==> src/rtl/rst_seq_sync_if.sv <==
// Reset-sequencer output bundle: per-channel active-low resets, the all-released flag and FSM state.
// The sw_rst request only exists when RST_SEQ_SW_RST_EN is defined.
`timescale 1ns/1ps
interface rst_seq_sync_if #(
  parameter int NUM_CH = 3
);
  // Level signals, no handshake: sync_rst/all_released are valid every cycle, sw_rst is sampled every edge.
`ifdef RST_SEQ_SW_RST_EN
  logic              sw_rst;
`endif
  logic [NUM_CH-1:0] sync_rst;
  logic              all_released;
  logic [1:0]        state;

  modport master (
`ifdef RST_SEQ_SW_RST_EN
    input  sw_rst,
`endif
    output sync_rst,
    output all_released,
    output state
  );

  modport slave (
`ifdef RST_SEQ_SW_RST_EN
    output sw_rst,
`endif
    input  sync_rst,
    input  all_released,
    input  state
  );
endinterface

==> src/rtl/rst_seq_sync.sv <==
// Reset synchronizer and sequencer: async assert, sync ordered release of NUM_CH resets.
// Optional soft reset restart enabled by defining RST_SEQ_SW_RST_EN.
`timescale 1ns/1ps
module rst_seq_sync #(
  parameter int NUM_STAGES     = 2,
  parameter int NUM_CH         = 3,
  parameter int STRETCH_CYCLES = 8,
  parameter int GAP_CYCLES     = 4
) (
  input  logic           clk,
  input  logic           rst_n,
  rst_seq_sync_if.master bus
);

  localparam int MAX_CYC = (STRETCH_CYCLES > GAP_CYCLES) ? STRETCH_CYCLES : GAP_CYCLES;
  localparam int CNT_W   = (MAX_CYC > 1) ? $clog2(MAX_CYC) : 1;
  localparam int IDX_W   = (NUM_CH > 1) ? $clog2(NUM_CH) : 1;

  typedef enum logic [1:0] {
    HOLD    = 2'd0,
    STRETCH = 2'd1,
    RELEASE = 2'd2,
    DONE    = 2'd3
  } state_t;

  logic [NUM_STAGES-1:0] chain;
  logic                  sync_n;
  logic                  sw_req;

  state_t            state, state_nxt;
  logic [CNT_W-1:0]  cnt, cnt_nxt;
  logic [IDX_W-1:0]  idx, idx_nxt;
  logic [NUM_CH-1:0] rel, rel_nxt;
  logic              all, all_nxt;

`ifdef RST_SEQ_SW_RST_EN
  assign sw_req = bus.sw_rst;
`else
  assign sw_req = 1'b0;
`endif

  // Metastability on rst_n release is absorbed here; D is a constant 1.
  always_ff @(posedge clk or negedge rst_n) begin
    if (!rst_n) chain <= '0;
    else        chain <= {chain[NUM_STAGES-2:0], 1'b1};
  end
  assign sync_n = chain[NUM_STAGES-1];

  always_ff @(posedge clk or negedge rst_n) begin
    if (!rst_n) begin
      state <= HOLD;
      cnt   <= '0;
      idx   <= '0;
      rel   <= '0;
      all   <= 1'b0;
    end else begin
      state <= state_nxt;
      cnt   <= cnt_nxt;
      idx   <= idx_nxt;
      rel   <= rel_nxt;
      all   <= all_nxt;
    end
  end

  always_comb begin
    state_nxt = state;
    cnt_nxt   = cnt;
    idx_nxt   = idx;
    rel_nxt   = rel;
    all_nxt   = all;
    case (state)
      HOLD: begin
        if (sync_n) begin
          state_nxt = STRETCH;
          cnt_nxt   = '0;
        end
      end
      STRETCH: begin
        if (cnt == CNT_W'(STRETCH_CYCLES - 1)) begin
          rel_nxt[0] = 1'b1;
          cnt_nxt    = '0;
          idx_nxt    = IDX_W'(1);
          if (NUM_CH == 1) begin
            all_nxt   = 1'b1;
            state_nxt = DONE;
          end else begin
            state_nxt = RELEASE;
          end
        end else begin
          cnt_nxt = cnt + CNT_W'(1);
        end
      end
      RELEASE: begin
        if (cnt == CNT_W'(GAP_CYCLES - 1)) begin
          rel_nxt[idx] = 1'b1;
          cnt_nxt      = '0;
          idx_nxt      = idx + IDX_W'(1);
          if (idx == IDX_W'(NUM_CH - 1)) begin
            all_nxt   = 1'b1;
            state_nxt = DONE;
          end
        end else begin
          cnt_nxt = cnt + CNT_W'(1);
        end
      end
      default: ;
    endcase
    // Soft reset restarts the stretch phase; the sync chain and HOLD are untouched.
    if (sw_req && (state != HOLD)) begin
      rel_nxt   = '0;
      all_nxt   = 1'b0;
      state_nxt = STRETCH;
      cnt_nxt   = '0;
      idx_nxt   = IDX_W'(1);
    end
  end

  assign bus.sync_rst     = rel;
  assign bus.all_released = all;
  assign bus.state        = state;

endmodule
==> src/flat_wrapper.sv <==
// flat-port wrapper written by rule: the top's interface ports become plain ports
module rst_seq_sync_flat 
#(
  parameter int NUM_STAGES     = 2,
  parameter int NUM_CH         = 3,
  parameter int STRETCH_CYCLES = 8,
  parameter int GAP_CYCLES     = 4
)
  (clk, rst_n, bus_sync_rst, bus_all_released, bus_state);
  rst_seq_sync_if #(.NUM_CH(NUM_CH)) bus_i ();
  input  logic clk;
  input  logic rst_n;
  output wire logic [$bits(bus_i.sync_rst)-1:0] bus_sync_rst;
  output wire logic [$bits(bus_i.all_released)-1:0] bus_all_released;
  output wire logic [$bits(bus_i.state)-1:0] bus_state;
  assign bus_sync_rst = bus_i.sync_rst;
  assign bus_all_released = bus_i.all_released;
  assign bus_state = bus_i.state;
  rst_seq_sync #(.NUM_STAGES(NUM_STAGES), .NUM_CH(NUM_CH), .STRETCH_CYCLES(STRETCH_CYCLES), .GAP_CYCLES(GAP_CYCLES)) u_core (.clk(clk), .rst_n(rst_n), .bus(bus_i));
endmodule
==> config.mk <==
export PLATFORM = sky130hd
export DESIGN_NAME = rst_seq_sync_flat
export DESIGN_NICKNAME = d
export VERILOG_FILES = /design/src/rtl/rst_seq_sync_if.sv /design/src/rtl/rst_seq_sync.sv /design/src/flat_wrapper.sv
export SDC_FILE = /design/constraint.sdc
export NUM_CORES = 1
export LEC_CHECK = 0
export ABC_CLOCK_PERIOD_IN_PS = 1500
export BUFFER_PORTS_ARGS = -buffer_cell sky130_fd_sc_hd__buf_2
export CORE_MARGIN = 2
export CORE_UTILIZATION = 45
export DETAILED_ROUTE_END_ITERATION = 8
export PLACE_DENSITY = 0.7
export SLEW_MARGIN = 20
export SYNTH_ARGS = -nofsm -noshare
export SYNTH_HDL_FRONTEND = slang
export SYNTH_SLANG_ARGS = --single-unit
==> constraint.sdc <==
create_clock -name clk -period 1.5 [get_ports clk]
set_input_delay 0.3 -clock clk [delete_from_list [all_inputs] [get_ports clk]]
set_output_delay 0.3 -clock clk [all_outputs]
set_load 0.005 [all_outputs]
==> impl_results.html <==
<table>
<tr><th>Metric</th><th>Value</th></tr>
<tr><th colspan="2">Die</th></tr>
<tr><td>Core region area</td><td>1490 um^2</td></tr>
<tr><td>Die extent in x</td><td>43.7 um</td></tr>
<tr><td>Die footprint</td><td>1910 um^2</td></tr>
<tr><td>Die height</td><td>43.7 um</td></tr>
<tr><td>Starting density of the core</td><td>47.7%</td></tr>
<tr><td>Io pins</td><td>8</td></tr>
<tr><td>Site row count</td><td>14</td></tr>
<tr><th colspan="2">Layout</th></tr>
<tr><td>Inserted Diodes</td><td>0</td></tr>
<tr><td>Final net count</td><td>110</td></tr>
<tr><td>Share of cells above drive strength 1</td><td>52.6%</td></tr>
<tr><td>Number of standard cells in the layout, taps in and fillers out</td><td>111</td></tr>
<tr><td>Synth-to-layout area growth</td><td>54.8%</td></tr>
<tr><td>Fillers</td><td>93</td></tr>
<tr><th colspan="2">Clock network</th></tr>
<tr><td>Worst-case clock buffer depth</td><td>2</td></tr>
<tr><td>CTS root buffer</td><td>clkbuf_4</td></tr>
<tr><td># H-tree levels</td><td>1</td></tr>
<tr><td>Total CTS buffers</td><td>3</td></tr>
<tr><td>Clk_lat worst skew</td><td>280 ps</td></tr>
<tr><td>Clock net sink count</td><td>13</td></tr>
<tr><td>Clock-pin slew of the registers on the worst-case setup and hold paths</td><td>90 ps</td></tr>
<tr><td>TritonCTS clock tree</td><td>built</td></tr>
<tr><th colspan="2">Hold path</th></tr>
<tr><td>Worst min-delay path category</td><td>reg2reg</td></tr>
<tr><td>End point of the worst hold path</td><td>u_core.chain[1]$_DFF_PN0_</td></tr>
<tr><td>Critical hold path startpoint</td><td>u_core.chain[0]$_DFF_PN0_</td></tr>
<tr><td>Hold Path Depth</td><td>0</td></tr>
<tr><th colspan="2">Placement</th></tr>
<tr><td>Worst Setup Slack post-DPL</td><td>-152 ps</td></tr>
<tr><td>Routability congestion estimate</td><td>0.778</td></tr>
<tr><td>Port bufs</td><td>7</td></tr>
<tr><td>Detail Placement HPWL</td><td>995 um</td></tr>
<tr><td>Number of placed cells counting well taps</td><td>101</td></tr>
<tr><th colspan="2">STA</th></tr>
<tr><td>Max-slew violation count</td><td>0</td></tr>
<tr><td>Setup repair after global routing missed its margin</td><td>true</td></tr>
<tr><td>Number of endpoints failing setup at the final stage</td><td>5</td></tr>
<tr><td>Aggregate negative setup slack</td><td>-317 ps</td></tr>
<tr><td>Post-route minimum period</td><td>1590 ps</td></tr>
<tr><td>Slack of the critical path</td><td>-90.0 ps</td></tr>
<tr><td>Fin Clk Skew</td><td>12.4 ps</td></tr>
<tr><td>Achievable frequency</td><td>629 MHz</td></tr>
<tr><td>Crit share post-route</td><td>106%</td></tr>
<tr><td>Final Hold Viols</td><td>0</td></tr>
<tr><th colspan="2">Pwr</th></tr>
<tr><td>Total power consumption of the routed design</td><td>1.98 mW</td></tr>
<tr><td>Peak supply drop</td><td>1.23 mV</td></tr>
<tr><td>Power Density</td><td>1800 nW/um^2</td></tr>
<tr><td>Standby leakage power</td><td>0.540 nW</td></tr>
<tr><th colspan="2">Critical path</th></tr>
<tr><td>Depth of the worst register-to-register path</td><td>5</td></tr>
<tr><td>Cell type group with the largest total delay on the critical path</td><td>simple AND/OR/NAND/NOR gates</td></tr>
<tr><td>CP Launch Point</td><td>u_core.bus.state[1]$_DFFE_PN0P_</td></tr>
<tr><td>Delay of the slowest cell on the worst path</td><td>440 ps</td></tr>
<tr><td>Start-to-end type of the worst setup path</td><td>reg2reg</td></tr>
<tr><td>Number of buffers and inverters on the critical path</td><td>1</td></tr>
<tr><td>Crit-path max FO</td><td>3</td></tr>
<tr><td>Critical Path, Cell by Cell</td><td>inv_4, ha_4, nor2b_4, or3_4, mux2_4</td></tr>
<tr><td>End of the worst register-to-register path</td><td>u_core.idx[0]$_DFFE_PN0P_</td></tr>
<tr><td>Register-to-register setup slack</td><td>-90 ps</td></tr>
<tr><td>Sort of element at the end of the critical path</td><td>register</td></tr>
<tr><td>CP max stage cell</td><td>dfrtp_2</td></tr>
<tr><td>Data required time at the worst endpoint</td><td>1670 ps</td></tr>
<tr><td>Reg2Reg Launch Point</td><td>u_core.bus.state[1]$_DFFE_PN0P_</td></tr>
<tr><td>Crit path arrival time</td><td>1760 ps</td></tr>
<tr><td>Type of origin of the critical path</td><td>register</td></tr>
<tr><th colspan="2">Route</th></tr>
<tr><td>DR DRC count</td><td>0</td></tr>
<tr><td>Iter 0 DRT Violations</td><td>9</td></tr>
<tr><td>Antenna-violating nets left</td><td>0</td></tr>
<tr><td>Total routed wirelength</td><td>1540 um</td></tr>
<tr><td>Routed wire length per instance</td><td>13.9 um</td></tr>
<tr><td>Number of detailed-routing iterations run before antenna repair</td><td>4</td></tr>
<tr><td>Total vias in the final route</td><td>557</td></tr>
<tr><td>Routed via count divided by cell count</td><td>5.02</td></tr>
<tr><th colspan="2">Synth</th></tr>
<tr><td>Count of different cell masters after synthesis</td><td>19</td></tr>
<tr><td>Net count after synthesis</td><td>76</td></tr>
<tr><td>Largest area contributor in the synthesized netlist</td><td>dfrtp_1</td></tr>
<tr><td>Total of warnings raised by yosys</td><td>0</td></tr>
<tr><td>Synth top area share</td><td>45.8%</td></tr>
<tr><td>Synth Area per Inst</td><td>11.5 um^2</td></tr>
<tr><td>Leading cell types by total area after synthesis</td><td>dfrtp_1, ha_1, inv_1</td></tr>
<tr><td>Syn Std Cell Area</td><td>711 um^2</td></tr>
<tr><td>Synth Register Bits</td><td>13</td></tr>
<tr><td>Sequential share of the synthesized area</td><td>45.8%</td></tr>
<tr><td>Cell count after synthesis</td><td>62</td></tr>
<tr><th colspan="2">GRT</th></tr>
<tr><td>Maximum number of pins on one net before global-route repair</td><td>14</td></tr>
<tr><td>Sum of overflow across all layers after global routing</td><td>0</td></tr>
<tr><td>Global-route wire length before repair</td><td>2370 um</td></tr>
<tr><td>Via count of the first global-routing pass</td><td>535</td></tr>
<tr><td>Number of antenna violations at the first check in global routing</td><td>0</td></tr>
<tr><td>Total global routing track utilization</td><td>17.7%</td></tr>
<tr><th colspan="2">Status</th></tr>
<tr><td>Status</td><td>complete, but fails checks</td></tr>
<tr><td>Violations in the final reports</td><td>setup timing</td></tr>
<tr><th colspan="2">Run</th></tr>
<tr><td>Max-cap check violation count</td><td>0</td></tr>
</table>
power breakdown:
part / total [mW] / switching [mW] / internal [mW]
clock network: 0.219 / 0.116 / 0.103
registers: 0.533 / 0.0945 / 0.438
logic: 1.22 / 0.514 / 0.711
total: 1.98 / 0.724 / 1.25
flip-flops by register name, indices dropped and copies added (netlist names):
register                 flops
u_core.bus.all_released      1
u_core.bus.state             2
u_core.bus.sync_rst          3
u_core.chain                 2
u_core.cnt                   3
u_core.idx                   2
cells in the final DEF (no fill, tap or decap), drive strengths merged, types with 2 or more instances in the layout:
cell and instances:
nor2b 4, nand2b 2, dfrtp 13, o21ai 5, buf 28, o41ai 2, inv 9, ha 12
or3 2, nand2 3, clkbuf 4, mux2i 3
metal layers:
metal | wire [um] | up-vias | track usage [%]
met5 | 0 | - | 0
met4 | 10 | 0 | 10.9
li1 | - | 276 | -
met2 | 737 | 6 | 27.1
met3 | 27 | 2 | 2.50
met1 | 767 | 273 | 23.5
how the worst max path moves through the flow:
stage | depth (start not counted) | end | slack (ps)
2_1_floorplan | 5 | u_core.idx[0]$_DFFE_PN0P_ | -110
3_3_place_gp | 6 | u_core.bus.state[1]$_DFFE_PN0P_ | -100
3_5_place_dp | 6 | u_core.bus.state[1]$_DFFE_PN0P_ | -150
4_1_cts | 5 | u_core.idx[0]$_DFFE_PN0P_ | -100
5_1_grt | 5 | u_core.idx[0]$_DFFE_PN0P_ | -130
6_report | 5 | u_core.idx[0]$_DFFE_PN0P_ | -90
metrics by stage:
step / hold WS [ps] / util, % / area, um^2
after detailed placement: 204 / 61.7 / 918
after global routing: 373 / 73.9 / 1100
after floorplan: 4.41 / - / 743
final: 363 / 73.9 / 1100
after CTS: 369 / 67.6 / 1010
after global placement: 197 / 61.7 / 918
logic make-up after synthesis:
family,synth area share (%)
DFF,45.8
adders and majority gates,21.1
and+or+nand+nor,10.0
AOI/OAI and AO/OA,11.4
buffers and inverters,4.75
muxes,6.34
other,0.528
area by class of cell:
class | count | area (um^2) | share of cell area (%)
repair buffers | 29 | 210 | 19.1
well taps | 16 | 20.0 | 1.82
multi-input cells | 40 | 477 | 43.3
clock buffers | 4 | 26.3 | 2.39
inverters | 9 | 38.8 | 3.53
flip-flops and latches | 13 | 328 | 29.8
Yosys cell counts:
| library cell | number |
|---|---|
| a2111oi_2 | 1 |
| o41ai_1 | 2 |
| mux2_4 | 1 |
| mux2i_1 | 3 |
| dfrtp_1 | 13 |
| a22oi_1 | 1 |
| ha_1 | 12 |
| nand2_1 | 3 |
| or3_4 | 1 |
| o21ai_0 | 4 |
| nor2b_1 | 4 |
| inv_1 | 9 |
| a31o_2 | 1 |
| nand2b_1 | 2 |
| o21bai_1 | 1 |
| nand3_1 | 1 |
| conb_1 | 1 |
| or3_1 | 1 |
| o21ai_1 | 1 |
what timing repair did:
item                                    CTS  global route
pin swaps                                 2             6
buffers inserted                          2             3
endpoints found under the setup margin    6             8
endpoints found under the hold margin    13             0
gates resized for setup                   7            14
hold buffers                              1             0
Power figures use the tool's default switching activity.
